--- src/rtl/tx_feeder.sv ---
// Byte FIFO plus launch FSM that feeds a UART transmit serializer one byte per enable pulse.
// Optional sticky write-while-full flag is built when TX_FEEDER_OVERFLOW_EN is defined.
module tx_feeder #(
  parameter int DEPTH  = 16,
  parameter int ADDR_W = 4
) (
  input  logic              clk,
  input  logic              rst,
  input  logic              wr_en,
  input  logic [7:0]        wr_data,
  input  logic              isDone,
  input  logic              ovf_clr,
  output logic              enable,
  output logic [7:0]        data_o_bus,
  output logic              full,
  output logic              empty,
  output logic [ADDR_W:0]   count,
  output logic              busy,
  output logic              overflow
);

  localparam int CW = ADDR_W + 1;

  if (DEPTH < 2 || (1 << ADDR_W) != DEPTH) begin : g_bad_cfg
    $error("tx_feeder: DEPTH must be a power of two >= 2 and equal 2**ADDR_W");
  end

  typedef enum logic [1:0] {IDLE, SEND, RELEASE} state_e;

  state_e            state_q, state_d;
  logic [7:0]        mem [DEPTH];
  logic [ADDR_W-1:0] wr_ptr_q, wr_ptr_d, rd_ptr_q, rd_ptr_d;
  logic [CW-1:0]     count_q, count_d;
  logic              full_q, full_d, empty_q, empty_d;
  logic              enable_q, enable_d;
  logic [7:0]        data_q, data_d;
  logic              ovf_q, ovf_d;
  logic              wr_acc, pop;

  always_comb begin
    // A full FIFO drops the write even if a launch frees a slot this cycle.
    wr_acc   = wr_en & ~full_q;
    pop      = (state_q == IDLE) & ~empty_q;
    wr_ptr_d = wr_ptr_q + ADDR_W'(wr_acc);
    rd_ptr_d = rd_ptr_q + ADDR_W'(pop);
    count_d  = count_q + CW'(wr_acc) - CW'(pop);
    full_d   = (count_d == CW'(DEPTH));
    empty_d  = (count_d == '0);

    state_d  = state_q;
    enable_d = enable_q;
    data_d   = data_q;
    unique case (state_q)
      IDLE: begin
        enable_d = 1'b0;
        if (pop) begin
          data_d   = mem[rd_ptr_q];
          enable_d = 1'b1;
          state_d  = SEND;
        end
      end
      SEND: begin
        if (isDone) begin
          enable_d = 1'b0;
          state_d  = RELEASE;
        end
      end
      RELEASE: begin
        enable_d = 1'b0;
        if (!isDone) state_d = IDLE;
      end
      default: begin
        enable_d = 1'b0;
        state_d  = IDLE;
      end
    endcase

`ifdef TX_FEEDER_OVERFLOW_EN
    if (ovf_clr)              ovf_d = 1'b0;
    else if (wr_en && full_q) ovf_d = 1'b1;
    else                      ovf_d = ovf_q;
`else
    ovf_d = 1'b0;
`endif
  end

`ifndef TX_FEEDER_OVERFLOW_EN
  logic unused_ovf_clr;
  assign unused_ovf_clr = ovf_clr;
`endif

  always_ff @(posedge clk) begin
    if (wr_acc) mem[wr_ptr_q] <= wr_data;
  end

  always_ff @(posedge clk or negedge rst) begin
    if (!rst) begin
      state_q  <= IDLE;
      wr_ptr_q <= '0;
      rd_ptr_q <= '0;
      count_q  <= '0;
      full_q   <= 1'b0;
      empty_q  <= 1'b1;
      enable_q <= 1'b0;
      data_q   <= 8'h00;
      ovf_q    <= 1'b0;
    end else begin
      state_q  <= state_d;
      wr_ptr_q <= wr_ptr_d;
      rd_ptr_q <= rd_ptr_d;
      count_q  <= count_d;
      full_q   <= full_d;
      empty_q  <= empty_d;
      enable_q <= enable_d;
      data_q   <= data_d;
      ovf_q    <= ovf_d;
    end
  end

  assign enable     = enable_q;
  assign data_o_bus = data_q;
  assign full       = full_q;
  assign empty      = empty_q;
  assign count      = count_q;
  assign busy       = (state_q != IDLE);
  assign overflow   = ovf_q;

endmodule

--- config.mk ---
export PLATFORM = sky130hd
export DESIGN_NAME = tx_feeder
export DESIGN_NICKNAME = d
export VERILOG_FILES = /design/src/rtl/tx_feeder.sv
export SDC_FILE = /design/constraint.sdc
export NUM_CORES = 1
export LEC_CHECK = 0
export ABC_CLOCK_PERIOD_IN_PS = 2400
export CAP_MARGIN = 30
export CORE_AREA = 2 2 81 161
export DETAILED_ROUTE_END_ITERATION = 6
export DIE_AREA = 0 0 83 163
export GPL_TIMING_DRIVEN = 0
export PLACE_DENSITY = 0.7
export SYNTH_ARGS = -nofsm -noshare
export SYNTH_HDL_FRONTEND = slang
export SYNTH_SLANG_ARGS = --single-unit
--- constraint.sdc ---
create_clock -name clk -period 2.4 [get_ports clk]
set_input_delay 0.48 -clock clk [delete_from_list [all_inputs] [get_ports clk]]
set_output_delay 0.48 -clock clk [all_outputs]
set_load 0.005 [all_outputs]
Word level (Yosys, flattened, before mapping)
Memories as Yosys holds them, arrays and structs flattened. A register that Yosys moved wholly into a read port is not among the register bits.
Index checks and enable logic that the tools add are counted.
{"block": "word_totals", "memories": 1, "inputBits": 13, "output_inout_bits": 18, "ff_bits": 18, "wordCells": 37, "mem_bits_rw": 128}
{"block": "classes", "add_sub_neg": 4, "bitwise_logic": 4, "n_mux": 9, "eq_ne": 6, "n_reduce_logical": 6}
{"memory": "mem", "depth": 16, "width": 8, "rd": 1, "rd_clocked_by_memory_dff": 1, "wr": 1, "line": "31", "source": "logic [7:0] mem [DEPTH];"}
{"cell": "$add A4 B1 Y4", "count": 2}
{"cell": "$mux W2", "count": 3}
{"cell": "$ne A2 B2 Y1 const B", "count": 3}
{"cell": "$pmux W2 S3", "count": 1}
{"cell": "$add A5 B1 Y5", "count": 1}
{"cell": "$eq A5 B5 Y1 const B", "count": 1}
{"cell": "$logic_not A5 Y1", "count": 1}
{"cell": "$sub A5 B1 Y5", "count": 1}
{"cell": "$mux W1", "count": 4}
{"cell": "$reduce_and A3 Y1", "count": 1}
{"cell": "$and A1 B1 Y1", "count": 2}
{"cell": "$eq A2 B1 Y1 const B", "count": 1}
{"cell": "$eq A2 B2 Y1 const B", "count": 1}
{"cell": "$logic_not A2 Y1", "count": 1}
{"cell": "$not A1 Y1", "count": 2}
{"cell": "$pmux W1 S2", "count": 1}
{"cell": "$reduce_and A2 Y1", "count": 1}
{"cell": "$reduce_bool A2 Y1", "count": 1}
{"cell": "$logic_not A1 Y1", "count": 1}

Longest topological paths before layout
Gate-level depths: netlist of the first run.
{"block": "depth", "word_depth": 5, "ltp_mapped": 10, "ltp_nobuf": 10}

Worst setup path before layout of the first run
No wires, ideal clock.
{"block": "synth_timing", "kind": "reg2reg", "startpoint": "register state_q[1]", "endpoint": "register full_q, in the netlist full", "synth_period_minus_slack_ns": 2.414, "required_time_ns": 2.312, "path_stages_with_launch": 11, "n_path_buf": 1, "setup_time_ns": 0.088, "arrival_ns": 2.326, "setup_slack_ns": -0.014, "cell_sequence": "dfrtp_1 -> or3_1 -> clkbuf_1 -> nand2_1 -> nand2_1 -> ha_1 -> fa_1 -> a21o_1 -> a21oi_1 -> xnor2_1 -> nor3b_1"}
{"block": "synth_between", "elab_chain_len": 4}
{"element": "from (decl)", "line": "30", "source": "state_e state_q, state_d;"}
{"element": "from (signal assigned)", "line": "108", "source": "state_q <= state_d;"}
{"element": "$logic_not A2 Y1", "line": "43", "source": "pop = (state_q == IDLE) & ~empty_q;"}
{"element": "$and A1 B1 Y1", "line": "43"}
{"element": "$sub A5 B1 Y5", "line": "46", "source": "count_d = count_q + CW'(wr_acc) - CW'(pop);"}
{"element": "named net count_d[4]", "line": "33", "source": "logic [CW-1:0] count_q, count_d;"}
{"element": "$eq A5 B5 Y1", "line": "47", "source": "full_d = (count_d == CW'(DEPTH));"}
{"element": "named net full_d", "line": "34", "source": "logic full_q, full_d, empty_q, empty_d;"}
{"element": "to (signal assigned)", "line": "112", "source": "full_q <= full_d;"}
{"element": "to (decl)", "line": "34"}
The timed path passes the listed nets, and every way through them passes these cells.
A chain may end at the register's enable or synchronous reset.

Worst setup path after layout of the first run
Same ends and word-level chain as after synthesis.

==> impl_metrics.toml, run 1 <==
[synthesis]
netlist.area_leader.share = 0.634
async_flop_share = 0.169
synth_common_cells = "edfxtp_1, dfrtp_1, mux4_2"
synth-main-ff-cell = "edfxtp_1"
syn-cell-area_um2 = 6060
synth.most_common_cell = "edfxtp_1"
synth_edf_count = 128
synth_area_leader_cell = "edfxtp_1"
synthesis.nets = 323
postSynthRegisterBits = 154
syn-mean-instance-area_um2 = 20.1
synth_cell_types = 35
synthTopCellsByArea = "edfxtp_1, dfrtp_1, mux4_2"
ys_seq_area_frac = 0.742
syn_inst = 302
ys_warn_count = 0

[sta]
hold_viol = 0
max_clock_freq_ghz = 0.430
finalSetupViolations = 0
fin_crit_sh = 0.969
drv_slew = 0
period_needed_ns = 2.33
slew_headroom = 0.421
tightest_slew_ns = 0.866
skew_ns = 0.00649

[global_routing]
first_global_vias = 3108
overflow = 0
antenna_found_initial = 0
grt_pass1_wl_um = 17700
grt_max_degree = 17
grt_usage = 0.181

[run]
maxCapViolCount = 0

[final_layout]
diodes = 0
drive_gt1_frac = 0.258
multiInputGateArea_um2 = 1520
syn_to_final_growth_pct = 18.8
register_area_um2 = 4500
fill_cells = 904
fin_nets = 380
design_area_um2 = 7200

[floorplanning]
die_x_um = 83
fp.coreArea_um2 = 12400
io_pins = 31
die_area_um2 = 13500
rows = 58
die_h_um = 163
start_util = 0.488

[detailed_routing]
drt.antenna.violating_nets = 0
vias_per_cell = 5.67
num_vias = 2958
drt_wl_total_um = 11600
wire_per_inst_um = 22.3
initialDrtViolationCount = 230
drc = 0
drt_first_pass_iters = 4

[clock_tree]
clk_pin_slew_ns = 0.06
htreeDepth = 4
ctsHoldBuffers = 0
cts_buffers = 17
cts_tree = "done"
root_buffer = "clkbuf_16"
clock-sinks = 154
clock_path_buffers = 2
clk_latency_ns = 0.41

[power]
pwr-share-seq = 0.402
ir_worst_vdd_mv = 0.789
pwr-share-clk = 0.256
power.total_mw = 8.95
power_frac_comb = 0.342
power_density_nw_per_um2 = 1240
p_int_mw = 6.26
p_sw_mw = 2.68
p_leak_nw = 2.50
switching_share = 0.300

[placement]
place_area_um2 = 6580
dp_hpwl_um = 7820
io_buffers = 28
gp_congestion = 0.789

[worst_setup_path]
crit_required_ns = 2.72
arrival_ns = 2.65
cp-end-kind = "flip-flop"
critPathLaunchType = "flip-flop"
crit_type = "reg2reg"
crit_fanout = 4

[outcome]
status = "complete, no violations"

[hold_path]
hp-class = "in2async"
-- critical path: stages, from the launching register on --
cell	delay, ns
dfrtp_2	0.42
buf_4	0.14
nor3_4	0.26
nand2_2	0.14
nand2_2	0.10
ha_4	0.14
fa_2	0.44
or3_4	0.41
nor3b_2	0.18
-- per-layer routing --
metal  share of wire  vias to the layer above  routed length, µm  global-route usage
met5               0                        -                  0                   0
met4           0.022                        0                255              0.0708
met3           0.031                       18                361              0.0421
met2            0.53                       67               6160               0.303
met1            0.42                     1547               4840               0.231
li1                -                     1326                  -                   -
-- kinds of logic after synthesis --
logic type      Yosys count  synth area share
compound gates           15            0.0200
xor+xnor                 10            0.0145
other cells               1          0.000619
buf+inv                  17            0.0167
mux                      48             0.151
simple gates             49            0.0370
fa+ha+maj                 8            0.0178
flops                   154             0.742
-- worst paths after layout --
check                             from           to  slack, ns  depth (start not counted)
max                         state_q[1]         full       0.07                          8
max reg2reg                 state_q[1]         full       0.07                          8
max in group asynchronous          rst   state_q[0]       1.43                          2
min in group clk           wr_ptr_q[1]  wr_ptr_q[1]       0.52                          1
min                                rst     count[1]       0.46                          1
min reg2reg                wr_ptr_q[1]  wr_ptr_q[1]       0.52                          1
-- power groups by stage --
stage / logic [mW] / registers, mW / clock network, mW
after global routing: 3.30 / 3.64 / 2.43
after floorplan: 1.91 / 3.58 / 0
final: 3.06 / 3.60 / 2.29
after CTS: 2.99 / 3.60 / 2.32
after detailed placement: 2.84 / 3.64 / 0
after global placement: 2.72 / 3.60 / 0
-- flip-flops by register name, indices dropped and copies added (netlist names) --
name and count:
full 1, state_q 2, empty 1, count 5, wr_ptr_q 4, data_o_bus 8
rd_ptr_q 4, enable 1, mem 128
-- stage by stage --
stage                     hold slack [ns]  setup TNS [ns]  std cells   util  setup WS, ns
after detailed placement            0.509           -9.79        485  0.530        -0.455
after CTS                           0.473               0        520  0.577        0.0165
after global routing                0.508       -0.000492        522  0.580     -0.000492
after global placement              0.474          -16.69        480  0.526        -0.497
final                               0.464               0        522  0.580        0.0737
after floorplan                     0.184               0        302      -        0.0245
-- timing repair --
item / 4_1_cts / 5_1_grt
setup buffers: 3 / 3
endpoints found under the setup margin: 3 / 2
gates resized for setup: 10 / 7
pin swaps: 3 / 7
-- placed cells by master (no fill, tap or decap), types with 2 or more instances in the layout --
master           netlist  routed
buf_4                  2       9
buf_2                  5       8
mux4_1                 7       7
dfrtp_2                0       2
mux2_2                 8       8
a221o_1                7       7
a21oi_1                3       2
and2_1                 2       2
clkinvlp_4             0       5
mux2i_1                8       8
clkinv_2               0       4
edfxtp_1             128     128
clkbuf_16              0      17
dfrtp_1               25      23
clkbuf_1               3       5
nor2_1                22      22
nand2_2                0       3
xnor2_1                6       5
or3_4                  0       2
a21o_1                 2       2
clkdlybuf4s50_1        0      28
nand2b_1               3       3
xor2_1                 4       4
mux4_2                25      25
nand3_1                3       3
ha_1                   7       6
inv_1                  4       4
nor3_1                 6       5
nand2_1                7       4
clkinv_4               0       2
-- final cells by class --
class / instances / area share
Sequential cell: 154 / 0.625
Inverter: 4 / 0.00209
Clock buffer: 20 / 0.0607
Buffer: 12 / 0.0115
Timing Repair Buffer: 39 / 0.0522
Multi-Input combinational cell: 131 / 0.211
Clock inverter: 12 / 0.0110
Tap cell: 150 / 0.0261
Power figures use the tool's default switching activity.
==> run 2, diff against run 1 <==
Settings changed: CORE_AREA 2 2 81 161 to 2 2 94 186, DIE_AREA 0 0 83 163 to 0 0 96 188, PLACE_DENSITY 0.7 to not set.
==> run 2 against run 1 <==
  * Non-clock buffer count shrank 2
  * Cell count grew 11%
  * Global-route usage shrank 3.1 points
  * Via count shrank 0.88%
  * Critical path depth did not move
  * Sequential share of layout area decreased by 1.4 points
  * Combinational power shrank 2%
  * Hold slack got worse by 0.055 ns
==> impl_metrics.toml, run 2 (synthesis results as in run 1) <==
[outcome]
status = "complete, no violations"

[sta]
rsz0062_at_grt = "yes"
period_needed_ns = 2.37
fin_hold_ws_ns = 0.409
hold_viol = 0
setup_slack_ns = 0.0323
skew_ns = 0.0101
fin_crit_sh = 0.987
slew_headroom = 0.357
max_clock_freq_ghz = 0.422
finalSetupViolations = 0
drv_slew = 0
tightest_slew_ns = 0.961
finalSetupTns_ns = 0

[global_routing]
first_global_vias = 3069
antenna_found_initial = 0
grt_pass1_wl_um = 18700
grt_use_met2 = 0.273
overflow = 0
grt-busiest-layer = "met2"
met1_usage = 0.163
use_met3 = 0.0350
grt_max_degree = 19
grt_usage = 0.150

[final_layout]
fin_nets = 378
largest_register_ffs = 128
diodes = 0
layout_commonest_cell = "edfxtp_1"
syn_to_final_growth_pct = 21.5
design_area_um2 = 7360
finalNonFillerCells = 577
top_register = "mem"
layout_common_cells = "edfxtp_1, clkdlybuf4s50_1, mux4_2"
final_util = 0.441
drive_gt1_frac = 0.259

[placement]
place_area_um2 = 6650
io_buffers = 28
gp_congestion = 0.751
dp_cells = 539
dp_hpwl_um = 8410
pre_cts_ws_ns = -0.454

[clock_tree]
clock_path_buffers = 2
clk_pin_slew_ns = 0.06
ctsHoldBuffers = 0
root_buffer = "clkbuf_16"
cts_buffers = 17
clk_latency_ns = 0.43
cts_tree = "done"
htreeDepth = 4
clock-sinks = 154

[floorplanning]
die_area_um2 = 18000
rows = 67
fp.coreArea_um2 = 16700
die_x_um = 96
start_util = 0.363
io_pins = 31
die_h_um = 188

[detailed_routing]
wire_per_inst_um = 21.6
initialDrtViolationCount = 159
vias_per_cell = 5.08
drc = 0
num_vias = 2932
drt_wl_total_um = 12500
drt.antenna.violating_nets = 0
drt_first_pass_iters = 7

[power]
ir_worst_vdd_mv = 0.423
power.total_mw = 9.32
power_density_nw_per_um2 = 1270
p_leak_nw = 2.53

[worst_setup_path]
crit_chain = "or3_4 -> nand2_2 -> nand2_2 -> ha_4 -> fa_2 -> xor2_1 -> or3_1 -> nor3b_2"
slowest_stage = "dfrtp_2"
crit_type = "reg2reg"
crit_fanout = 6
slowest_delay_ns = 0.44
critPathTopFamily = "simple AND/OR/NAND/NOR gates"
arrival_ns = 2.70
worst-path-buf-inv = 0
crit_required_ns = 2.73
cp_common_cell = "nand2_2"
cp-end-kind = "flip-flop"
critPathLaunchType = "flip-flop"

[hold_path]
hp-class = "in2async"

[run]
maxCapViolCount = 0
-- run 2: cell types whose count changed in the layout (fill, tap and decap cells not counted), moves of 2 or more --
cell	change
buf_2	-3
clkbuf_1	-2
inv_6	+2
bufinv_16	+3
nor3_1	-5
clkinv_1	+2
clkinvlp_4	-2
clkinv_2	-4
nor3_2	+5
-- run 2: worst reg2reg max path, cell delays in order (launching register included) --
cell	delay, ns
dfrtp_2	0.44
or3_4	0.40
nand2_2	0.07
nand2_2	0.07
ha_4	0.17
fa_2	0.40
xor2_1	0.17
or3_1	0.37
nor3b_2	0.19
-- run 2: power by group --
group	total, mW	switching (mW)	internal (mW)	leakage [nW]
Sequential	3.59	0.223	3.37	1.47
Combinational	3.01	1.47	1.54	0.784
Clock	2.72	1.08	1.64	0.282
Total	9.32	2.78	6.54	2.53
-- run 2: layout make-up --
type,instances,area [µm²]
Clock buffer,18,429
Sequential cell,154,4500
Buffer,12,82.6
Inverter,4,15.0
Clock inverter,14,170
Timing Repair Buffer,37,368
Tap cell,207,259
Multi-Input combinational cell,131,1540
Fill cell,1432,9320
-- run 2: worst paths after layout --
check,start,endpoint,slack [ns],depth (start not counted)
max,state_q[0],full,0.03,8
min,rst,count[2],0.41,1
max reg2reg,state_q[0],full,0.03,8
min reg2reg,enable,enable,0.50,1
max in group asynchronous,rst,empty,1.44,2
min in group clk,enable,enable,0.50,1
-- run 2: metal layers --
layer | up-vias | part of all wire
met5 | - | 0
met4 | 0 | 0.016
met3 | 15 | 0.022
met2 | 57 | 0.59
met1 | 1542 | 0.37
li1 | 1318 | -
-- run 2: timing repair --
item / in CTS / in global routing
endpoints found under the hold margin: 0 / 0
cloned: 0 / 0
gates resized for setup: 9 / 6
endpoints found under the setup margin: 3 / 2
buffers inserted: 3 / 3
pin swaps: 2 / 8
==> variant, RTL diff (flow settings as in run 2) <==
Register the output `count` once more, cleared by the reset; this adds one clock of latency there. The other outputs are not delayed to match.
--- a/src/rtl/tx_feeder.sv
+++ b/src/rtl/tx_feeder.sv
@@ -123,3 +123,9 @@
   assign empty      = empty_q;
-  assign count      = count_q;
+  always_ff @(posedge clk or negedge rst) begin
+    if (!rst) begin
+      count <= '0;
+    end else begin
+      count <= count_q;
+    end
+  end
   assign busy       = (state_q != IDLE);
Behaviour: not the same (a bounded check fails within 4 cycles, from zero or initial values and one cycle with rst low).
==> variant against run 2 <==
Synthesized area rose by 2.0%; setup slack gained 0.0058 ns; power is 1.4% higher; routed wire length is 1.3% higher; cell area up 1.5%; clock power down 2%; maximum frequency grew 0.25%; sequential cell count is 5 higher; synthesized cell count is 1.7% higher; clock skew down 0.0029 ns; utilization grew 0.67 points; via count increased by 0.72%.
==> variant: results (changes against run 2) <==
stage,metric,value,unit,change
status,outcome,completed,,
final_layout,share of cells above drive strength 1,27.5,%,+1.5 points
routing,drt initial violations,176,,+11%
synthesis,Post-synth top cells,"edfxtp_1, dfrtp_1, mux4_2, nor2_1",,
place,detailed placement HPWL,8.57,mm,+1.9%
die,full die area,18000,um^2,unchanged
power_and_ir_drop,Clk power,2.67,mW,-2%
routing,router iterations before antenna repair,4,,-3
place,port bufs,28,,unchanged
place,RD Place Congestion,0.755,,+0.53%
final_layout,Biggest register,mem,,
final_layout,max reg flops,128,,unchanged
final_layout,design area,7470,um^2,+1.5%
routing,Vias per Instance,5.07,,-0.15%
global_routing,largest net degree at the start of global routing,32,,+13
setup_path,crit-path max cell delay,0.43,ns,
power_and_ir_drop,sequential power,3.72,mW,+4%
synthesis,number of flops mapped to enable cells by yosys,128,,unchanged
global_routing,GRT Total Usage,15.3,%,+0.28 points
synthesis,synth warn,0,,unchanged
power_and_ir_drop,Static Leak,2.60,nW,+2.5%
synthesis,Mapped Nets,328,,+1.5%
setup_path,Crit Path Max Fanout,3,,-3
clock_network,worst skew pair latency,0.43,ns,about the same
synthesis,Syn Area/Cell,20.1,um^2,+0.34%
clock_network,CTS Buffer Depth,2,,unchanged
final_layout,Fill cells,1411,,-1.5%
routing,final WL,12.6,mm,+1.3%
power_and_ir_drop,Peak VDD IR,0.492,mV,+16%
global_routing,vias in the first global route,3182,,+3.7%
place,"worst slack, placed",-0.491,ns,-0.0366 ns
final_layout,Nets,383,,+1.3%
hold_path,worst hold-check path type,primary input to asynchronous set/reset pin,,
synthesis,register area share after synthesis,74.8,%,+0.57 points
final_layout,final std cells w/o fill,582,,+0.87%
power_and_ir_drop,internal power,6.61,mW,+1.1%
timing,worst slew pin tran,0.973,ns,+0.0118 ns
power_and_ir_drop,Comb group,3.06,mW,+2%
global_routing,global-route wire length before repair,19.0,mm,+1.7%
synthesis,share of flip-flops with an asynchronous set or reset,19.5,%,+2.6 points
synthesis,synth top area cells,"edfxtp_1, dfrtp_1, mux4_2",,
timing,Clock Skew,0.00727,ns,-0.00286 ns
place,placed inst area,6770,um^2,+1.7%
place,Placed Cells,546,,+1.3%
==> variant: timing repair <==
item	CTS	global route
buffers inserted	4	1
gates resized for setup	17	4
hold endpoints to repair	0	0
endpoints found under the setup margin	6	2
pin swaps	7	8
==> variant: path summary, 6_finish.rpt <==
| path | from | endpoint | slack, ns | depth (start not counted) |
|---|---|---|---|---|
| max | state_q[1]$_DFFE_PN0P_ | full$_DFF_PN0_ | 0.04 | 8 |
| min | rst | wr_ptr_q[1]$_DFF_PN0_ | 0.11 | 1 |
| max reg2reg | state_q[1]$_DFFE_PN0P_ | full$_DFF_PN0_ | 0.04 | 8 |
| min reg2reg | count_q[4]$_DFF_PN0_ | count[4]$_DFF_PN0_ | 0.40 | 0 |
| max in group asynchronous | rst | state_q[0]$_DFFE_PN0P_ | 1.77 | 1 |
| min in group clk | count_q[4]$_DFF_PN0_ | count[4]$_DFF_PN0_ | 0.40 | 0 |
==> variant: kinds of logic after synthesis <==
group / Yosys count / synth area share [%]
flip-flops: 159 / 74.8
AND/OR/NAND/NOR: 49 / 3.62
multiplexers: 48 / 14.8
buffers and inverters: 17 / 1.58
AO/OA/AOI/OAI: 15 / 1.96
XOR/XNOR: 10 / 1.42
adder cells (fa/ha/maj): 8 / 1.74
other: 1 / 0.0607
==> variant: per-layer routing <==
layer	share of wire, %	vias up	GRT usage, %
met1	36	1558	15.6
met2	60	46	28.7
met5	0	-	0
li1	-	1337	-
met3	2.2	12	3.50
met4	1.7	0	6.10
==> variant: cell type report <==
class	count	share of cell area, %
clock buffer	17	5.69
timing repair buffer	37	4.76
sequential	159	61.9
clock inverter	15	2.14
multi-input combinational	131	20.8
tap	207	3.47
inverter	4	0.201
buffer	12	1.09
